[config.mk]
export PLATFORM = sky130hd
export DESIGN_NAME = id_gen
export DESIGN_NICKNAME = d
export VERILOG_FILES = /design/src/rtl/id_pkg.sv /design/src/rtl/id_char_inc.sv /design/src/rtl/id_gen.sv
export SDC_FILE = /design/constraint.sdc
export NUM_CORES = 1
export LEC_CHECK = 0
export CAP_MARGIN = 20
export CORE_MARGIN = 3
export CORE_UTILIZATION = 55
export CTS_CLUSTER_SIZE = 24
export DETAILED_ROUTE_END_ITERATION = 10
export GPL_ROUTABILITY_DRIVEN = 0
export PLACE_DENSITY = 0.88
export SLEW_MARGIN = 20
export SYNTH_ARGS = -nofsm -noshare
export SYNTH_HDL_FRONTEND = slang
export SYNTH_SLANG_ARGS = --single-unit
export TNS_END_PERCENT = 1
[constraint.sdc]
create_clock -name clk -period 2.6 [get_ports clk]
set_input_delay 0.52 -clock clk [delete_from_list [all_inputs] [get_ports clk]]
set_output_delay 0.52 -clock clk [all_outputs]
set_load 0.1 [all_outputs]
[src/rtl/id_pkg.sv]
// rtl/id_pkg.sv - shared state encoding, ASCII constants and input normalisers for id_gen
package id_pkg;

    typedef enum logic [1:0] {
        ST_IDLE   = 2'd0,
        ST_LETTER = 2'd1,
        ST_DIGIT  = 2'd2,
        ST_DONE   = 2'd3
    } state_e;

    localparam logic [7:0] ASCII_A_UP = 8'h41;
    localparam logic [7:0] ASCII_A_LO = 8'h61;
    localparam logic [7:0] ASCII_0    = 8'h30;
    localparam int         LETTERS    = 26;
    localparam int         DIGITS     = 10;

    // Out-of-range starting points fall back to 'a' / '0'.
    function automatic logic [4:0] norm_letter(input logic [4:0] b);
        return (b >= 5'(LETTERS)) ? 5'd0 : b;
    endfunction

    function automatic logic [3:0] norm_digit(input logic [3:0] b);
        return (b >= 4'(DIGITS)) ? 4'd0 : b;
    endfunction

endpackage

[src/rtl/id_char_inc.sv]
// rtl/id_char_inc.sv - modulo-MOD wrap incrementer for a character index
module id_char_inc #(
    parameter int W   = 5,
    parameter int MOD = 26
) (
    input  logic [W-1:0] idx_i,
    output logic [W-1:0] next_o
);

    always_comb begin
        if (idx_i >= W'(MOD - 1)) begin
            next_o = '0;
        end else begin
            next_o = idx_i + W'(1);
        end
    end

endmodule

[src/rtl/id_gen.sv]
// rtl/id_gen.sv - emits a letters-then-digits ASCII identifier one char per handshake
module id_gen
    import id_pkg::*;
(
    input  logic       clk,
    input  logic       rst_n,
    input  logic       start,
    input  logic [3:0] letter_cnt,
    input  logic [3:0] digit_cnt,
    input  logic [4:0] base_letter,
    input  logic       upper,
    input  logic [3:0] base_digit,
    input  logic       ready,
    output logic [7:0] char,
    output logic       valid,
    output logic       last,
    output logic       busy,
    output logic       done,
    output logic       err
);

    state_e     state_q, state_d;
    logic [4:0] let_idx_q, let_idx_d;
    logic [3:0] dig_idx_q, dig_idx_d;
    logic [3:0] let_rem_q, let_rem_d;
    logic [3:0] dig_rem_q, dig_rem_d;
    logic       upper_q, upper_d;
    logic       err_q, err_d;
    logic [4:0] let_inc;
    logic [3:0] dig_inc;

    id_char_inc #(.W(5), .MOD(LETTERS)) u_let_inc (
        .idx_i  (let_idx_q),
        .next_o (let_inc)
    );

    id_char_inc #(.W(4), .MOD(DIGITS)) u_dig_inc (
        .idx_i  (dig_idx_q),
        .next_o (dig_inc)
    );

    always_ff @(posedge clk or negedge rst_n) begin
        if (!rst_n) begin
            state_q   <= ST_IDLE;
            let_idx_q <= '0;
            dig_idx_q <= '0;
            let_rem_q <= '0;
            dig_rem_q <= '0;
            upper_q   <= 1'b0;
            err_q     <= 1'b0;
        end else begin
            state_q   <= state_d;
            let_idx_q <= let_idx_d;
            dig_idx_q <= dig_idx_d;
            let_rem_q <= let_rem_d;
            dig_rem_q <= dig_rem_d;
            upper_q   <= upper_d;
            err_q     <= err_d;
        end
    end

    // Request inputs are only looked at in IDLE; while busy they are ignored.
    always_comb begin
        state_d   = state_q;
        let_idx_d = let_idx_q;
        dig_idx_d = dig_idx_q;
        let_rem_d = let_rem_q;
        dig_rem_d = dig_rem_q;
        upper_d   = upper_q;
        err_d     = 1'b0;
        case (state_q)
            ST_IDLE: begin
                if (start) begin
                    if (letter_cnt != 4'd0) begin
                        state_d   = ST_LETTER;
                        let_idx_d = norm_letter(base_letter);
                        dig_idx_d = norm_digit(base_digit);
                        let_rem_d = letter_cnt;
                        dig_rem_d = digit_cnt;
                        upper_d   = upper;
                    end else begin
                        err_d = 1'b1;
                    end
                end
            end
            ST_LETTER: begin
                if (ready) begin
                    let_idx_d = let_inc;
                    let_rem_d = let_rem_q - 4'd1;
                    if (let_rem_q == 4'd1) begin
                        state_d = (dig_rem_q != 4'd0) ? ST_DIGIT : ST_DONE;
                    end
                end
            end
            ST_DIGIT: begin
                if (ready) begin
                    dig_idx_d = dig_inc;
                    dig_rem_d = dig_rem_q - 4'd1;
                    if (dig_rem_q == 4'd1) begin
                        state_d = ST_DONE;
                    end
                end
            end
            default: begin
                state_d = ST_IDLE;
            end
        endcase
    end

    always_comb begin
        char  = 8'h00;
        valid = 1'b0;
        last  = 1'b0;
        busy  = (state_q != ST_IDLE);
        done  = (state_q == ST_DONE);
        err   = err_q;
        case (state_q)
            ST_LETTER: begin
                valid = 1'b1;
                char  = (upper_q ? ASCII_A_UP : ASCII_A_LO) + {3'b000, let_idx_q};
                last  = (let_rem_q == 4'd1) && (dig_rem_q == 4'd0);
            end
            ST_DIGIT: begin
                valid = 1'b1;
                char  = ASCII_0 + {4'b0000, dig_idx_q};
                last  = (dig_rem_q == 4'd1);
            end
            default: begin
                char = 8'h00;
            end
        endcase
    end

endmodule
### Word level (Yosys, flattened, before mapping)

Index checks and enable logic that the tools add are counted.
W data, S select, Z words.

| operators by class | value |
|---|---|
| bitwise gates (word level) | 0 |
| shifts and indexed selects | 0 |
| reduce and logical (&&, ||, !) cells | 13 |
| div/mod/pow operators | 0 |
| add/subtract/negate cells | 6 |
| multiplexer cells | 35 |
| multipliers | 0 |
| equality and inequality tests | 11 |
| $lt $le $gt $ge | 4 |

Operators with widths:

| cell | count |
|---|---|
| $mux W4 | 11 |
| $mux W5 | 5 |
| $pmux W4 S2 | 3 |
| $pmux W8 S2 | 1 |
| $mux W2 | 6 |
| $ne A2 B2 Y1 const B | 6 |
| $ge A5 B5 Y1 const B | 2 |
| $pmux W5 S2 | 1 |
| $add A7 B5 Y8 | 1 |
| $eq A4 B1 Y1 const B | 2 |
| $ge A4 B4 Y1 const B | 2 |
| $reduce_and A4 Y1 | 2 |
| $reduce_bool A4 Y1 | 2 |
| $sub A4 B1 Y4 const B | 2 |
| $add A6 B4 Y7 const A | 1 |
| $mux W6 | 1 |
| $pmux W2 S3 | 1 |
| $reduce_and A6 Y1 | 1 |
| $reduce_bool A2 Y1 | 3 |
| $add A5 B1 Y5 const B | 1 |
| $mux W1 | 5 |
| $add A4 B1 Y4 const B | 1 |
| $eq A2 B2 Y1 const B | 2 |
| $logic_not A4 Y1 | 1 |
| other kinds (6) | 6 |

| storage, ports and cells | value |
|---|---|
| word-level logic and storage cells | 76 |
| bits in registers | 21 |
| output and inout port bits | 13 |
| input port bits | 22 |
| memory bits (read-only) | 0 |
| memories kept | 0 |
| bits in writable memories | 0 |
| bits in latches | 0 |

### Longest topological paths before layout

Gate-level depths: netlist of run 1.

| logic depth | value |
|---|---|
| depth in word-level cells | 5 |
| depth in mapped cells | 8 |
| gate-level depth less buffers | 6 |

### Cells and area by module

Synthesis of run 1 repeated with hierarchy kept, for this count alone.

| second synthesis, totals | value |
|---|---|
| cells, all modules | 201 |
| area, all modules | 1709.1 um^2 |

By module, submodules not included:

| module | times used | seq. area each (um^2) | cells an instance | area each (um^2) |
|---|---|---|---|---|
| id_gen | 1 | 525.5 | 172 | 1497.7 |
| id_char_inc at u_dig_inc | 1 | 0.0 | 14 | 112.6 |
| id_char_inc at u_let_inc | 1 | 0.0 | 15 | 98.8 |

### Worst setup path before layout of run 1

No wires, ideal clock.

| timing | value |
|---|---|
| kind | reg-to-output |
| from | register state_q[0] |
| to | output char[7] |
| data arrival time | 4.531 ns |
| path buffers | 0 |
| cell stages (with the launch flop) | 5 |
| required time | 2.080 ns |
| path slack | -2.451 ns |
| path through | dfrtp_1 > inv_1 > ha_1 > nand2_1 > nor4_1 |

| between the ends | value |
|---|---|
| cells in the longest elaborated chain, start to end | 2 |
| elaborated cells on any way between the ends | 3 |
| classes of those cells | eq/ne: 2; mux: 1 |

RTL lines:

| element | RTL line | source |
|---|---|---|
| start: declaration | id_gen.sv:22 | `state_e state_q, state_d;` |
| start signal: assignment | id_gen.sv:52 | `state_q <= state_d;` |
| $eq A2 B2 Y1 or $eq A2 B1 Y1 (tied branches) | id_gen.sv:117 | `case (state_q)` |
| $pmux W8 S2 (*) | id_gen.sv:117 |  |
| end: declaration | id_gen.sv:14 | `output logic [7:0] char,` |

Mark *: on every way between the ends. The rest lies on a longest branch, timed or not.

### Final worst setup path of run 1

| timing | value |
|---|---|
| from | register state_q[0] |
| to | output char[3] |

The elaborated chain is that of the path after synthesis.

==> results of run 1 <==
==> repair_timing <==
item                                   CTS  global route
setup buffers                            0             1
setup endpoints to repair                0             1
endpoints found under the hold margin    0             0
==> cells by family (layout without fill, tap and decap cells) <==
| kind of cell | count (synthesis) | in the layout | synth area share [%] |
|---|---|---|---|
| simple gates | 66 | 66 | 20.8 |
| xor+xnor | 3 | 3 | 1.55 |
| mux | 8 | 8 | 4.96 |
| buf+inv | 24 | 57 | 6.74 |
| compound gates | 57 | 57 | 23.8 |
| fa+ha+maj | 15 | 15 | 11.1 |
| flops | 21 | 21 | 31.1 |
==> area by class of cell <==
class	count	area, µm²
multi-input combinational	149	1120
clock inverter	1	5.00
sequential	21	527
fill	205	633
tap	31	38.8
inverter	16	60.1
timing repair buffer	37	443
clock buffer	3	22.5
==> layout by cell type (no fill, tap or decap), types with 2 or more instances in the layout <==
master and instances:
clkdlybuf4s50_1 21, dfrtp_1 20, nand2_1 15, inv_1 14
o21ai_0 14, nor2_1 13, a21oi_1 13, ha_1 13
nand2b_1 9, buf_12 9, buf_4 7, nand3_1 6
mux2i_1 5, nor3_1 4, nor2b_2 3, a22oi_1 3
o21ai_1 3, mux2_2 3, clkbuf_4 3, and3_1 2
a32oi_1 2, a21boi_2 2, inv_2 2, o21a_1 2
xor2_1 2, o21ai_2 2, nor2b_1 2, o211ai_1 2
o2bb2ai_1 2, nand3b_1 2, a31oi_1 2, ha_4 2
==> registers in the layout (all words and copies together), names as in the netlist <==
register,cells
let_idx_q,5
dig_idx_q,4
dig_rem_q,4
let_rem_q,4
state_q,2
err,1
upper_q,1
==> cell usage after synthesis (4+ instances only) <==
cell type,count
nand2_1,16
ha_1,15
nor2b_1,5
a21oi_1,13
mux2i_1,5
nand3_1,6
nand2b_1,9
o21ai_0,15
nor2_1,13
buf_2,4
dfrtp_1,21
nor3_1,4
inv_1,16
==> path summary, 6_finish.rpt <==
path / end / startpoint
max: char[3] / state_q[0]
min in group asynchronous: state_q[1] / rst_n
min: dig_idx_q[3] / dig_idx_q[3]
max in group asynchronous: let_idx_q[0] / rst_n
min reg2reg: dig_idx_q[3] / dig_idx_q[3]
max reg2reg: dig_idx_q[3] / state_q[0]
==> per-layer routing <==
layer	GRT usage (%)	vias up	share of wire [%]
li1	-	758	-
met2	45.6	56	52
met3	2.52	8	4.9
met5	0	-	0
met4	7.58	0	1.8
met1	30.8	749	41
==> stage by stage <==
step / hold WS, ps / util (%) / setup slack [ps] / instance area (µm²) / instances
after floorplan: 224 / - / 26.6 / 1770 / 194
after global routing: 576 / 77.8 / 16.9 / 2220 / 258
after detailed placement: 518 / 76.6 / 364 / 2180 / 253
after CTS: 551 / 77.5 / 135 / 2210 / 257
after global placement: 504 / 76.6 / 439 / 2180 / 253
final: 555 / 77.8 / 131 / 2220 / 258
==> flow_summary_export.csv, run 1 <==
group,metric,value,unit
status,status,"complete, no violations",
floorplanning,core,2850,µm²
critical_path,crit_fanout,13,
grt,grt_usage,25.0,%
final_layout,drive_gt1_share,20.3,%
cts,root_buffer,"clkbuf_4",
final_layout,fin_nets,265,
critical_path,slowest_stage,"dfrtp_2",
timing,drv_slew,0,
timing,finalHoldViolations,0,
worst_hold_path,hp-class,"flop to flop",
timing,finalSetupViolations,0,
detailed_routing,drtIter0Drc,92,
synthesis,synthArstFlopShare,100,%
placed_design,hpwl,3300,µm
cts,cts_hold_buf,0,
critical_path,cp-start-kind,"flop",
floorplanning,start_util,59.3,%
timing,worstMarginPinSlew,655,ps
detailed_routing,vias,1571,
synthesis,synth-edff-count,0,
synthesis,yosysWarnings,0,
floorplanning,die_area,3770,µm²
floorplanning,fp.dieW,61.4,µm
cts,clk_pin_slew_worst_paths,140,ps
grt,antenna_found_initial,0,
synthesis,netlist_area,1690,µm²
synthesis,synth_top_cell_by_area,"dfrtp_1",
critical_path,path_class,"flop to output port",
floorplanning,die_y,61.4,µm
cts,cts_tree,"yes",
timing,fmax,405,MHz
critical_path,crit_buf_inv,2,
detailed_routing,ant_nets,0,
synthesis,synth_cells,194,
detailed_routing,wl_per_cell,16.7,µm
timing,finalWorstPathRequiredPeriod,2470,ps
synthesis,yosysUniqueCellTypes,47,
final_layout,synthToLayoutAreaGrowth,31.3,%
detailed_routing,drt-vias-per-instance,6.09,
critical_path,crit_cells,5,
cts,post_cts_resized,0,
synthesis,synth-main-ff-cell,"dfrtp_1",
timing,finalClockSkew,7.84,ps
worst_hold_path,hold_depth,1,
synthesis,synth_nets,231,
critical_path,cp.required,2080,ps
placed_design,port_buffers,34,
grt,grt_pass1_vias,1511,
critical_path,rr_worst_depth,6,
critical_path,cp_top_family,"flip-flops",
detailed_routing,post-route-drc-count,0,
synthesis,yosysSeqAreaShare,31.1,%
grt,grt_pass1_wl,7000,µm
critical_path,r2r_slack,440,ps
critical_path,critPathCaptureType,"output port",
critical_path,cpPeakStageDelay,480,ps
critical_path,arrival,1950,ps
detailed_routing,wl,4320,µm
timing,setup_tns,0,ps
synthesis,synth_area_leaders,"dfrtp_1, ha_1, o21ai_0",
synthesis,synth_area_per_cell,8.71,µm²
floorplanning,rows,19,
timing,rsz0062_at_grt,"no",
final_layout,diodes,0,
cts,clk_latency,320,ps
timing,max-slew-margin-rel,56.3,%
cts,htree_levels,1,
cts,cts_buffer_depth,2,
timing,fin_crit_sh,95.0,%
floorplanning,ios,35,
detailed_routing,first_pass_iters,5,
grt,grt_start_max_net_pins,27,
critical_path,path_cells,"inv_2, ha_1, a22oi_1, nor2b_2, buf_12",
cts,cts.sinks,21,
run,max_cap_viol_count,0,
grt,overflow,0,
synthesis,synth.ff_latch_count,21,
cts,cts_made_buffers,3,
synthesis,yosys.area.top_type_share,31.1,%
Power of run 1 is not shown: default switching activity piles up to over one toggle a cycle in this logic, so the estimate is an artifact.
==> run 2, diff against run 1 <==
CORE_UTILIZATION = 50   (was 55)
HOLD_SLACK_MARGIN = 0.15   (was default)
PLACE_DENSITY = 0.81   (was 0.88)
RECOVER_POWER = 25   (was default)
==> flow_summary_export.csv, run 2 (synthesis gave the netlist of run 1 again) <==
group,metric,value,unit
critical_path,path_class,"flop to output port",
critical_path,cp.required,2080,ps
timing,worstMarginPinSlew,1220,ps
final_layout,regArea,527,µm²
critical_path,cp-start-kind,"flop",
grt,overflow,0,
timing,finalHoldViolations,0,
critical_path,crit_fanout,14,
floorplanning,die_area,4110,µm²
grt,antenna_found_initial,0,
grt,grt_pass1_vias,1482,
cts,htree_levels,1,
cts,cts_hold_buf,0,
status,status,"complete, no violations",
detailed_routing,drtIter0Drc,113,
run,max_cap_viol_count,0,
detailed_routing,post-route-drc-count,0,
floorplanning,core,3130,µm²
critical_path,arrival,1950,ps
placed_design,hpwl,3060,µm
final_layout,regMostFlops,"let_idx_q",
timing,drv_slew,0,
final_layout,fillers,254,
final_layout,synthToLayoutAreaGrowth,31.6,%
cts,clk_pin_slew_worst_paths,130,ps
floorplanning,rows,20,
critical_path,slowest_stage,"dfrtp_2",
timing,fmax,406,MHz
cts,cts_made_buffers,3,
grt,grt_usage,20.1,%
worst_hold_path,hp-class,"flop to flop",
timing,finalClockSkew,1.54,ps
final_layout,diodes,0,
timing,finalWorstPathRequiredPeriod,2470,ps
cts,cts_tree,"yes",
critical_path,path_cells,"inv_2, ha_1, a32oi_1, nor2b_2, buf_12",
final_layout,final_cell_mix,"dfrtp_1, clkdlybuf4s50_1, nand2_1, inv_1, o21ai_0",
grt,grt_start_max_net_pins,27,
cts,root_buffer,"clkbuf_4",
timing,max-slew-margin-rel,18.8,%
floorplanning,ios,35,
detailed_routing,wl,4000,µm
detailed_routing,wl_per_cell,14.8,µm
floorplanning,start_util,54.0,%
detailed_routing,first_pass_iters,4,
timing,fin_crit_sh,94.8,%
timing,finalSetupViolations,0,
cts,cts_buffer_depth,2,
grt,grt_pass1_wl,6590,µm
final_layout,fin_nets,264,
floorplanning,die_y,64.1,µm
cts,postCtsSetupRepairBufs,0,
final_layout,multi_input_area,1120,µm²
floorplanning,fp.dieW,64.1,µm
final_layout,drive_gt1_share,19.5,%
cts,clk_latency,310,ps
timing,rsz0062_at_grt,"no",
detailed_routing,vias,1566,
critical_path,cpPeakStageDelay,480,ps
final_layout,largest_reg_flops,5,
placed_design,port_buffers,34,
cts,post_cts_resized,0,
critical_path,critPathCaptureType,"output port",
cts,cts.sinks,21,
detailed_routing,ant_nets,0,
detailed_routing,drt-vias-per-instance,5.80,
timing,setup_tns,0,ps
-- run 2: layout make-up --
cell class | count | share of cell area [%]
sequential | 21 | 23.7
inverter | 16 | 2.70
multi-input combinational | 149 | 50.5
clock buffer | 3 | 1.01
clock inverter | 1 | 0.225
timing repair buffer | 36 | 19.4
tap | 44 | 2.47
-- run 2: stage by stage --
stage | cell area, µm² | cells | hold WS (ps) | setup WS, ps | utilization, %
floorplan | 1770 | 194 | 224 | 26.6 | -
global placement | 2200 | 266 | 505 | 426 | 70.4
detailed placement | 2200 | 266 | 531 | 383 | 70.4
CTS | 2230 | 270 | 548 | 138 | 71.2
global route | 2220 | 270 | 570 | 8.35 | 71.1
finish | 2220 | 270 | 559 | 134 | 71.1
-- run 2: worst paths after layout --
kind                                   start      endpoint  slack (ps)  cells past startpoint
worst max-delay path              state_q[0]          last         130                      5
max in group asynchronous              rst_n    state_q[0]         840                      2
worst max register to register    state_q[0]  dig_idx_q[3]         430                      6
min in group asynchronous              rst_n  let_idx_q[0]         960                      2
worst min-delay path            dig_idx_q[3]  dig_idx_q[3]         560                      1
worst min register to register  dig_idx_q[3]  dig_idx_q[3]         560                      1
-- run 2: worst max-delay path, delay by kind of cell, from the launching register on --
family          cells  cell delay (ps)
buf+inv             2              290
compound gates      1              200
flops               1              480
simple gates        1              190
fa+ha+maj           1              460
-- run 2: routing by layer --
metal  GRT usage, %  vias to the layer above  wire length, µm
met4           7.65                        0               68
met3           3.34                        8              225
li1               -                      750                -
met2           34.2                       54             1930
met5              0                        -                0
met1           25.3                      754             1780
Power of run 2 is left out for the same reason.
==> run 3, diff against run 2 <==
CORE_ASPECT_RATIO = 0.5   (was default)
==> flow_summary_export.csv, run 3 (synthesis gave the netlist of run 1 again) <==
group,metric,value,unit
status,status,"complete, no violations",
grt,overflow,0,
final_layout,drive_gt1_share,19.0,%
floorplanning,die_area,4160,µm²
timing,drv_slew,0,
critical_path,cp-start-kind,"flop",
floorplanning,ios,35,
timing,fin_crit_sh,93.4,%
placed_design,hpwl,2850,µm
detailed_routing,drt-vias-per-instance,5.47,
floorplanning,rows,14,
grt,grt_pass1_vias,1301,
cts,postCtsSetupRepairBufs,0,
cts,clk_pin_slew_worst_paths,80,ps
cts,clk_latency,270,ps
cts,cts_hold_buf,0,
detailed_routing,vias,1455,
detailed_routing,first_pass_iters,4,
detailed_routing,ant_nets,0,
critical_path,r2r_start,"state_q[0]",
critical_path,slowest_stage,"ha_1",
final_layout,synthToLayoutAreaGrowth,32.3,%
worst_hold_path,hp-class,"flop to flop",
timing,finalSetupViolations,0,
final_layout,final_cell_mix,"dfrtp_1, clkdlybuf4s50_1, nand2_1, inv_1, o21ai_0",
cts,cts_tree,"yes",
grt,grt_start_max_net_pins,27,
final_layout,regMostFlops,"let_idx_q",
run,max_cap_viol_count,0,
critical_path,rr_worst_depth,6,
floorplanning,core,3120,µm²
timing,setup_tns,0,ps
cts,cts_buffer_depth,2,
cts,root_buffer,"clkbuf_8",
floorplanning,die_y,47.1,µm
timing,finalWorstPathRequiredPeriod,2430,ps
timing,finalHoldViolations,0,
timing,fmax,412,MHz
final_layout,largest_reg_flops,5,
grt,grt_pass1_wl,6080,µm
critical_path,startpoint,"state_q[0]",
critical_path,rr_endpoint,"dig_idx_q[2]",
grt,use_met2,31.6,%
critical_path,r2r_slack,420,ps
detailed_routing,wl,3730,µm
detailed_routing,post-route-drc-count,0,
floorplanning,start_util,54.2,%
timing,rsz0062_at_grt,"no",
grt,grt_util_met1,26.9,%
grt,grtUsageMet3,4.20,%
critical_path,arrival,1910,ps
timing,max-slew-margin-rel,25.1,%
cts,post_cts_resized,0,
critical_path,critPathCaptureType,"output port",
timing,finalClockSkew,1.79,ps
final_layout,fin_nets,264,
critical_path,crit_fanout,15,
placed_design,port_buffers,34,
floorplanning,fp.dieW,88.2,µm
detailed_routing,drtIter0Drc,69,
critical_path,cpPeakStageDelay,490,ps
cts,cts.sinks,21,
timing,worstMarginPinSlew,1120,ps
final_layout,diodes,0,
critical_path,cp.required,2080,ps
critical_path,cp-endpoint,"last",
final_layout,fillers,247,
grt,grt_usage,19.5,%
critical_path,path_cells,"inv_2, ha_1, a32oi_1, nor2b_2, buf_12",
cts,htree_levels,1,
detailed_routing,wl_per_cell,14.0,µm
grt,top_usage_layer,"met2",
cts,cts_made_buffers,3,
grt,antenna_found_initial,0,
critical_path,path_class,"flop to output port",
## run 3: cell types whose count changed in the layout (fill, tap and decap cells not counted)
| cell | before | now |
|---|---|---|
| clkinv_2 | 1 | 0 |
| clkbuf_8 | 0 | 3 |
| clkbuf_1 | 1 | 2 |
| clkbuf_4 | 3 | 0 |
## run 3: how the worst min path moves through the flow
stage	start	endpoint	slack (ps)	depth (start not counted)
3_3_place_gp	dig_idx_q[3]	dig_idx_q[3]	500	1
2_1_floorplan	rst_n	dig_idx_q[0]	220	0
6_report	dig_idx_q[3]	dig_idx_q[3]	550	1
4_1_cts	dig_idx_q[3]	dig_idx_q[3]	550	1
3_5_place_dp	dig_idx_q[3]	dig_idx_q[3]	530	1
5_1_grt	dig_idx_q[3]	dig_idx_q[3]	560	1
## run 3: layout make-up
type | count | area [µm²] | share of cell area (%)
clock buffer | 4 | 45.0 | 2.01
inverter | 16 | 60.1 | 2.68
multi-input combinational | 149 | 1120 | 50.2
sequential | 21 | 527 | 23.5
tap | 40 | 50.0 | 2.24
timing repair buffer | 36 | 432 | 19.3
## run 3: worst max-delay path, delay by kind of cell (launching register included)
kind	cells	cell delay [ps]
compound gates	1	200
buf+inv	2	280
flops	1	460
simple gates	1	200
fa+ha+maj	1	490
## run 3: stage by stage
| stage | hold slack [ps] | setup slack (ps) | utilization (%) | instance area [µm²] | instances |
|---|---|---|---|---|---|
| 2_1_floorplan | 224 | 26.6 | - | 1770 | 194 |
| 3_3_place_gp | 500 | 412 | 70.4 | 2200 | 262 |
| 3_5_place_dp | 528 | 367 | 70.4 | 2200 | 262 |
| 4_1_cts | 547 | 146 | 71.9 | 2240 | 266 |
| 5_1_grt | 565 | 17.8 | 71.7 | 2240 | 266 |
| 6_report | 547 | 172 | 71.7 | 2240 | 266 |
## run 3: routing by layer
metal  wire length (µm)  vias up
met1               1910      672
li1                   -      756
met3                121        2
met5                  0        -
met4                 31        0
met2               1670       25
Power of run 3 is left out for the same reason.
